[src/rtl/ram_arbiter.sv]
// Round-robin arbiter and sequencer placing two masters in front of one single-port synchronous RAM.
// Define RAM_ARB_CLEAR_EN to sweep the whole array with CLEAR_VAL after every reset.
module ram_arbiter #(
   parameter int ADDR_W    = 10,
   parameter int DATA_W    = 8,
   parameter int CLEAR_VAL = 8'h00
) (
   input  logic              clk,
   input  logic              rst,
   input  logic              req0,
   input  logic              req1,
   input  logic              we0,
   input  logic              we1,
   input  logic [ADDR_W-1:0] addr0,
   input  logic [ADDR_W-1:0] addr1,
   input  logic [DATA_W-1:0] wdata0,
   input  logic [DATA_W-1:0] wdata1,
   output logic              gnt0,
   output logic              gnt1,
   output logic              rvalid0,
   output logic              rvalid1,
   output logic [DATA_W-1:0] rdata,
   output logic              busy,
   output logic              ram_wr_en,
   output logic [ADDR_W-1:0] ram_addr,
   output logic [DATA_W-1:0] ram_din,
   input  logic [DATA_W-1:0] ram_dout
);

   if (CLEAR_VAL < 0 || (CLEAR_VAL >> DATA_W) != 0) begin : g_bad_clear_val
      $error("CLEAR_VAL does not fit in DATA_W bits");
   end

   logic              prio_q, prio_d;
   logic              rvalid0_q, rvalid1_q;
   logic              rvalid0_d, rvalid1_d;
   logic [DATA_W-1:0] rdata_q;
   logic              clearing;
   logic              arb_en;

`ifdef RAM_ARB_CLEAR_EN
   localparam logic [0:0] ARB   = 1'b0;
   localparam logic [0:0] CLEAR = 1'b1;

   logic [0:0]        state_q, state_d;
   logic [ADDR_W-1:0] clr_cnt_q, clr_cnt_d;

   assign clearing = (state_q == CLEAR);

   always_comb begin
      state_d   = state_q;
      clr_cnt_d = clr_cnt_q;
      if (state_q == CLEAR) begin
         clr_cnt_d = clr_cnt_q + 1'b1;
         if (&clr_cnt_q) begin
            state_d = ARB;
         end
      end
   end

   always_ff @(posedge clk) begin
      if (rst) begin
         state_q   <= CLEAR;
         clr_cnt_q <= '0;
      end else begin
         state_q   <= state_d;
         clr_cnt_q <= clr_cnt_d;
      end
   end
`else
   assign clearing = 1'b0;
`endif

   assign busy   = clearing;
   assign arb_en = !rst && !clearing;

   // On contention the master named by prio wins; a lone requester always wins.
   assign gnt0 = arb_en && req0 && (!req1 || !prio_q);
   assign gnt1 = arb_en && req1 && (!req0 || prio_q);

   always_comb begin
      ram_wr_en = 1'b0;
      ram_addr  = '0;
      ram_din   = '0;
      if (gnt0) begin
         ram_wr_en = we0;
         ram_addr  = addr0;
         ram_din   = wdata0;
      end else if (gnt1) begin
         ram_wr_en = we1;
         ram_addr  = addr1;
         ram_din   = wdata1;
      end
`ifdef RAM_ARB_CLEAR_EN
      else if (clearing && !rst) begin
         ram_wr_en = 1'b1;
         ram_addr  = clr_cnt_q;
         ram_din   = DATA_W'(CLEAR_VAL);
      end
`endif
   end

   always_comb begin
      prio_d = prio_q;
      if (gnt0) begin
         prio_d = 1'b1;
      end else if (gnt1) begin
         prio_d = 1'b0;
      end
   end

   assign rvalid0_d = gnt0 && !we0;
   assign rvalid1_d = gnt1 && !we1;

   // The RAM output register already supplies the one-cycle latency; rdata_q only holds the last return.
   assign rdata   = (rvalid0_q || rvalid1_q) ? ram_dout : rdata_q;
   assign rvalid0 = rvalid0_q;
   assign rvalid1 = rvalid1_q;

   always_ff @(posedge clk) begin
      if (rst) begin
         prio_q    <= 1'b0;
         rvalid0_q <= 1'b0;
         rvalid1_q <= 1'b0;
         rdata_q   <= '0;
      end else begin
         prio_q    <= prio_d;
         rvalid0_q <= rvalid0_d;
         rvalid1_q <= rvalid1_d;
         rdata_q   <= rdata;
      end
   end

endmodule

[config.mk]
export PLATFORM = sky130hd
export DESIGN_NAME = ram_arbiter
export DESIGN_NICKNAME = d
export VERILOG_FILES = /design/src/rtl/ram_arbiter.sv
export SDC_FILE = /design/constraint.sdc
export NUM_CORES = 1
export LEC_CHECK = 0
export CORE_MARGIN = 1
export CORE_UTILIZATION = 31
export CTS_BUF_LIST = sky130_fd_sc_hd__clkbuf_2 sky130_fd_sc_hd__clkbuf_4 sky130_fd_sc_hd__clkbuf_8
export DETAILED_ROUTE_END_ITERATION = 10
export PLACE_DENSITY = 0.95
export SLEW_MARGIN = 15
export SYNTH_ARGS = -nofsm -noshare
export SYNTH_HDL_FRONTEND = slang
export SYNTH_SLANG_ARGS = --single-unit
[constraint.sdc]
create_clock -name clk -period 3.2 [get_ports clk]
set_clock_uncertainty 0.15 [all_clocks]
set_input_delay 0.48 -clock clk [delete_from_list [all_inputs] [get_ports clk]]
set_output_delay 0.48 -clock clk [all_outputs]
set_load 0.01 [all_outputs]
# After elaboration in Yosys (flattened, before gate mapping)
# Index checks and enable logic that the tools add are counted.
# op_classes
add_sub_neg	0
multipliers	0
div	0
magnitude_cmp	0
n_eq_ne	0
shift	0
n_mux	9
bitwise_logic	0
n_reduce_logical	16
# ops
cell	n
$mux W8	3
$mux W10	2
$logic_and A1 B1 Y1	6
$logic_not A1 Y1	6
$mux W1	4
$logic_or A1 B1 Y1	3
$reduce_bool A2 Y1	1
# word_totals
regBits	11
latch_bits	0
mem_bits_rw	0
rom_bits	0
input_bits	50
out_inout_bits	32
word_cells	29
mem_count	0

# Depth between registers and ports, before layout
# Gate-level depths: netlist of run 1.
# logic_depth
depth_word	5
ltp_mapped	4

# Least setup slack after synthesis of run 1
# No wires, ideal clock.
# synth_timing
path_kind	in2out
start	input req0
end	output ram_addr[7]
arrival_time_ns	1.148
required_ns	2.570
setup_slack_ns	1.422
stages	4
cell_sequence	a21boi_4 buf_4 a32oi_1 nor2_1
# synth_between
elab_chain_len	5
# synth_lines
element	line	text
start, declared	10	input logic req0,
$logic_not A1 Y1	79	assign gnt1 = arb_en && req1 && (!req0 || prio_q);
$logic_or A1 B1 Y1	79	
$logic_and A1 B1 Y1	79	
$mux W10	89	end else if (gnt1) begin
$mux W10 (*)	85	if (gnt0) begin
end, declared	25	output logic [ADDR_W-1:0] ram_addr,
# Mark *: on every way between the ends. The rest lies on a longest branch, timed or not.

# Final worst setup path of run 1
# layout_timing
start	input req0
end	output ram_din[7]
# layout_between
elab_chain_len	5
# layout_lines
element	line	text
$logic_not A1 Y1	79	
$logic_or A1 B1 Y1	79	
$logic_and A1 B1 Y1	79	
$mux W8	89	
$mux W8 (*)	85	
end, declared	26	output logic [DATA_W-1:0] ram_din,
# Marked as above.

==> impl_metrics.env, run 1 <==
export IMPL_outcome="finished clean"
export IMPL_setup_viol=0
export IMPL_cp_arrival_ns=2.29
export IMPL_n_antenna_cell=0
export IMPL_die_h_um=51.2
export IMPL_final_max_slew_violation_count=0
export IMPL_die_width_um=51.2
export IMPL_setup_tns_ns=0
export IMPL_drive_gt1_share_pct=10.8
export IMPL_yosys_top_cells_area="dfxtp_1 (29%), a32oi_1 (22%), mux2_4 (16%)"
export IMPL_postPlaceCellArea_um2=1570
export IMPL_clk_latency_ns=0.28
export IMPL_antenna_found_initial=0
export IMPL_numPortBuffers=80
export IMPL_synth_largest_area_cell="dfxtp_1"
export IMPL_gp_congestion=0.767
export IMPL_cts_tree="built"
export IMPL_nNetsFinal=217
export IMPL_place_inst=190
export IMPL_vias=996
export IMPL_p_leak_nw=0.618
export IMPL_ctsHoldBuffers=0
export IMPL_pwr_share_comb_pct=44.6
export IMPL_cp_end_kind="output pin"
export IMPL_seqPwrFrac_pct=32.0
export IMPL_ir_drop_uv=169
export IMPL_ys_seq_area_share_pct=29.4
export IMPL_yosys_most_used_dff="dfxtp_1"
export IMPL_synth_nets=137
export IMPL_cts_buffers=3
export IMPL_drc=0
export IMPL_swShare_pct=28.1
export IMPL_grt_max_degree=33
export IMPL_grt_pass1_wl_um=4380
export IMPL_first_iter_violations=8
export IMPL_synthArstFlopShare_pct=0
export IMPL_grt_overflow=0
export IMPL_power_density_nw_per_um2=288
export IMPL_fin_crit_sh_pct=91.4
export IMPL_synth_top_cells_by_count="nor2_1 (22), a32oi_1 (19), dfxtp_1 (11)"
export IMPL_intPower_mw=0.331
export IMPL_core_area_um2=2250
export IMPL_rsz0062_at_grt="false"
export IMPL_grt_pass1_vias=943
export IMPL_grt_usage_pct=23.2
export IMPL_start_util_pct=33.2
export IMPL_ios=82
export IMPL_syn_avg_cell_area_um2=8.61
export IMPL_synth_top_area_share_pct=29.4
export IMPL_cts_max_path_buffers=2
export IMPL_finalNonFillerCells=194
export IMPL_hpwlAfterDp_um=2190
export IMPL_routed_via_density=5.13
export IMPL_synth_edf_count=0
export IMPL_clock_sinks=11
export IMPL_r2r_start="rvalid1"
export IMPL_synth_distinct_cells=15
export IMPL_maxCapViolCount=0
export IMPL_worstMarginPinSlew_ns=0.502
export IMPL_hp_start="rdata_q[1]"
export IMPL_wl_um=2870
export IMPL_drtAntennaViolNets=0
export IMPL_hold_viol=0
export IMPL_slew_limit_headroom_pct=66.4
export IMPL_hold_ws_ns=0.438
export IMPL_row_count=17
export IMPL_ys_seq_elements=11
export IMPL_die_area_um2=2620
export IMPL_clk_pin_slew_ns=0.07
export IMPL_cp_start_kind="input pin"
export IMPL_p_sw_mw=0.130
export IMPL_crit_path_start="req0"
export IMPL_dr_pass1_iters=4
export IMPL_post_cts_resized=0
export IMPL_post_cts_setup_buffers=0
export IMPL_netlist_instances=87
export IMPL_yosys_warnings=0
export IMPL_fmax_mhz=342
export IMPL_syn_area_um2=749
export IMPL_cts_root_buf="clkbuf_4"
export IMPL_min_period_ns=2.92
export IMPL_wl_per_cell_um=14.8
export IMPL_fin_area_um2=1600
export IMPL_cp_max_fo=19
export IMPL_synth_most_common_cell="nor2_1"
export IMPL_h_tree_depth=1
export IMPL_cp_data_required_time_ns=2.57
export IMPL_syn2layout_area_growth_pct=114
export IMPL_criticalPathCategory="input pin to output pin"
export IMPL_hold_path_class="register to register"
export IMPL_clockPowerShare_pct=23.3
-- sequential cells by signal (all words and copies together) (netlist names) --
signal and count:
prio_q 1, rvalid1 1, rdata_q 8, rvalid0 1
-- worst paths after layout --
path                                   end  slack, ns  depth (start not counted)
worst max-delay path            ram_din[7]       0.28                          5
worst min-delay path            rdata_q[1]       0.44                          2
worst max register to register  rdata_q[2]       1.80                          3
worst min register to register  rdata_q[1]       0.44                          2
-- power by group through the flow --
stage / sequential, mW / combinational (mW) / clock [mW]
final: 0.148 / 0.206 / 0.108
after global routing: 0.148 / 0.220 / 0.114
after CTS: 0.148 / 0.207 / 0.111
after detailed placement: 0.151 / 0.206 / 0
after global placement: 0.150 / 0.199 / 0
after floorplan: 0.151 / 0.0811 / 0
-- critical path, cell delays in order --
cell             delay, ns
clkdlybuf4s50_1       0.52
a21boi_4              0.48
a32oi_1               0.11
nor2_1                0.14
clkdlybuf4s50_1       0.56
-- routing by layer --
layer	vias to the layer above	share of wire [%]	wire, um	global-route usage [%]
li1	477	-	-	-
met1	459	37	1060	24.1
met3	7	8.4	242	5.65
met4	0	2.4	70	16.2
met2	53	52	1500	40.6
met5	-	0	0	0
-- final cells by class --
class / count / area [um^2]
fillers: 177 / 653
multi-input cells: 67 / 485
repair buffers: 84 / 831
flip-flops and latches: 11 / 220
well taps: 28 / 35.0
clock buffers: 4 / 30.0
-- per-stage QoR --
step | setup WS, ns | util [%] | total power, mW
floorplan | 1.42 | - | 0.232
global placement | 0.335 | 69.7 | 0.350
detailed placement | 0.256 | 69.7 | 0.357
CTS | 0.258 | 71.0 | 0.466
global route | 0.146 | 71.0 | 0.482
finish | 0.277 | 71.0 | 0.461
-- kinds of logic after synthesis --
group / after synthesis / synth area share (%)
other: 1 / 0.500
flip-flops: 11 / 29.4
buffers and inverters: 9 / 5.84
AO/OA/AOI/OAI: 21 / 25.4
multiplexers: 8 / 16.0
AND/OR/NAND/NOR: 37 / 22.9
-- cell usage in the layout (no fill, tap or decap) --
master / n
nor2_1: 22
nor3_1: 2
o21ai_0: 1
nor2b_1: 8
buf_4: 4
a21boi_4: 1
clkdlybuf4s50_1: 80
conb_1: 1
nand2b_1: 1
a32oi_1: 19
clkbuf_4: 4
nand2_1: 3
mux2_4: 8
dfxtp_1: 11
nor2_4: 1
(Power assumes the default switching activity.)
==> run 2, diff against run 1 <==
- CORE_UTILIZATION: 31 -> 30
- CTS_BUF_LIST: sky130_fd_sc_hd__clkbuf_2 sky130_fd_sc_hd__clkbuf_4 sky130_fd_sc_hd__clkbuf_8 -> unset
==> run 2 against run 1 <==
- critical path depth did not move
- worst setup slack better by 0.034 ns
- global-route usage fell by 1.9 points
- register-to-register slack improved by 0.02 ns
- sequential power hardly changed
- hold slack improved by 0.011 ns
- sequential share of layout area hardly changed
- largest power group unchanged
- fmax increased by 1.2%
- sequential cell count unchanged
- power shrank 2.9%
- non-clock buffer count unchanged
- largest cell class unchanged
==> impl_metrics.env, run 2 (synthesized netlist as in run 1, its figures left out) <==
export IMPL_power_density_nw_per_um2=280
export IMPL_hp_start="rdata_q[3]"
export IMPL_die_width_um=52.0
export IMPL_hold_viol=0
export IMPL_rsz0062_at_grt="false"
export IMPL_hold_path_class="register to register"
export IMPL_rrSetupSlack_ns=1.82
export IMPL_holdPathStages=2
export IMPL_criticalPathCategory="input pin to output pin"
export IMPL_reg2reg_to="rdata_q[5]"
export IMPL_outcome="finished clean"
export IMPL_setup_tns_ns=0
export IMPL_numPortBuffers=80
export IMPL_drc=0
export IMPL_r2r_start="rvalid1"
export IMPL_cts_root_buf="clkbuf_4"
export IMPL_min_period_ns=2.89
export IMPL_hpwlAfterDp_um=2060
export IMPL_cp_start_kind="input pin"
export IMPL_cts_buffers=3
export IMPL_seqPwrFrac_pct=33.1
export IMPL_regMostFlops="rdata_q"
export IMPL_p_sw_mw=0.125
export IMPL_multiInputGateArea_um2=485
export IMPL_core_area_um2=2280
export IMPL_routed_via_density=5.14
export IMPL_setup_viol=0
export IMPL_grt_max_degree=33
export IMPL_antenna_found_initial=0
export IMPL_p_total_mw=0.448
export IMPL_ios=82
export IMPL_clockPowerShare_pct=21.3
export IMPL_clock_sinks=11
export IMPL_first_iter_violations=15
export IMPL_post_cts_setup_buffers=0
export IMPL_hold_ws_ns=0.449
export IMPL_cp_data_required_time_ns=2.57
export IMPL_die_area_um2=2700
export IMPL_syn2layout_area_growth_pct=113
export IMPL_nFillCells=175
export IMPL_die_h_um=52.0
export IMPL_largest_register_ffs=8
export IMPL_final_seq_area_um2=220
export IMPL_wl_per_cell_um=13.7
export IMPL_cp_max_fo=19
export IMPL_ir_drop_uv=226
export IMPL_reg2reg_depth=3
export IMPL_vias=998
export IMPL_dr_pass1_iters=4
export IMPL_h_tree_depth=1
export IMPL_swShare_pct=28.0
export IMPL_fmax_mhz=346
export IMPL_grt_overflow=0
export IMPL_hold_end="rdata_q[3]"
export IMPL_maxCapViolCount=0
export IMPL_final_max_slew_violation_count=0
export IMPL_cts_max_path_buffers=2
export IMPL_worstMarginPinSlew_ns=0.499
export IMPL_clk_latency_ns=0.26
export IMPL_fin_crit_sh_pct=90.3
export IMPL_ctsHoldBuffers=0
export IMPL_layout_commonest_cell="clkdlybuf4s50_1"
export IMPL_grt_pass1_wl_um=4350
export IMPL_pwr_share_comb_pct=45.6
export IMPL_row_count=17
export IMPL_gp_congestion=0.700
export IMPL_wl_um=2660
export IMPL_grt_usage_pct=21.3
export IMPL_p_leak_nw=0.615
export IMPL_n_antenna_cell=0
export IMPL_cp_end_kind="output pin"
export IMPL_intPower_mw=0.323
export IMPL_post_cts_resized=0
export IMPL_grt_pass1_vias=1032
export IMPL_start_util_pct=32.9
export IMPL_nNetsFinal=217
export IMPL_cp_arrival_ns=2.26
export IMPL_drive_gt1_share_pct=10.2
export IMPL_slew_limit_headroom_pct=66.7
export IMPL_cts_tree="built"
export IMPL_layout_common_cells="clkdlybuf4s50_1 (80), nor2_1 (22), a32oi_1 (19), dfxtp_1 (11)"
export IMPL_clk_pin_slew_ns=0.07
export IMPL_drtAntennaViolNets=0
## run 2: cell counts in the layout (fill, tap and decap cells not counted)
No cell type changed its count.
## run 2: power groups by stage
stage	Combinational, mW	Clock [mW]	Sequential (mW)
2_1_floorplan	0.0811	0	0.151
3_3_place_gp	0.199	0	0.150
3_5_place_dp	0.204	0	0.151
4_1_cts	0.205	0.0986	0.148
5_1_grt	0.220	0.107	0.149
6_report	0.204	0.0955	0.148
## run 2: metrics by stage
step,setup WS (ns),instance area (um^2),instances,utilization [%]
after global routing,0.135,1600,194,70.2
after detailed placement,0.300,1570,190,69.0
after CTS,0.297,1600,194,70.2
final,0.311,1600,194,70.2
after global placement,0.355,1570,190,69.0
after floorplan,1.42,749,87,-
## run 2: critical path, stage by stage
cell and delay [ns]:
clkdlybuf4s50_1 0.51, a21boi_4 0.48, a32oi_1 0.10, nor2_1 0.12, clkdlybuf4s50_1 0.56
## run 2: per-layer routing
metal,global-route usage [%],routed length (um),up-vias
met5,0,0,-
met4,6.76,12,0
met3,4.39,189,2
met2,42.1,1400,53
met1,21.6,1060,465
li1,-,-,478
## run 2: how the worst max path moves through the flow
| stage | from | to | slack [ns] | cells past startpoint |
|---|---|---|---|---|
| floorplan | req0 | ram_addr[7] | 1.42 | 4 |
| global placement | req0 | ram_addr[4] | 0.35 | 5 |
| detailed placement | req0 | ram_wr_en | 0.30 | 5 |
| CTS | req0 | ram_wr_en | 0.30 | 5 |
| global route | req0 | ram_addr[9] | 0.14 | 5 |
| finish | req0 | ram_wr_en | 0.31 | 5 |
## run 2: final cells by class
type                       instances  area share (%)
sequential                        11            13.8
multi-input combinational         67            30.4
tap                               28            2.19
clock buffer                       4            1.64
timing repair buffer              84            52.0
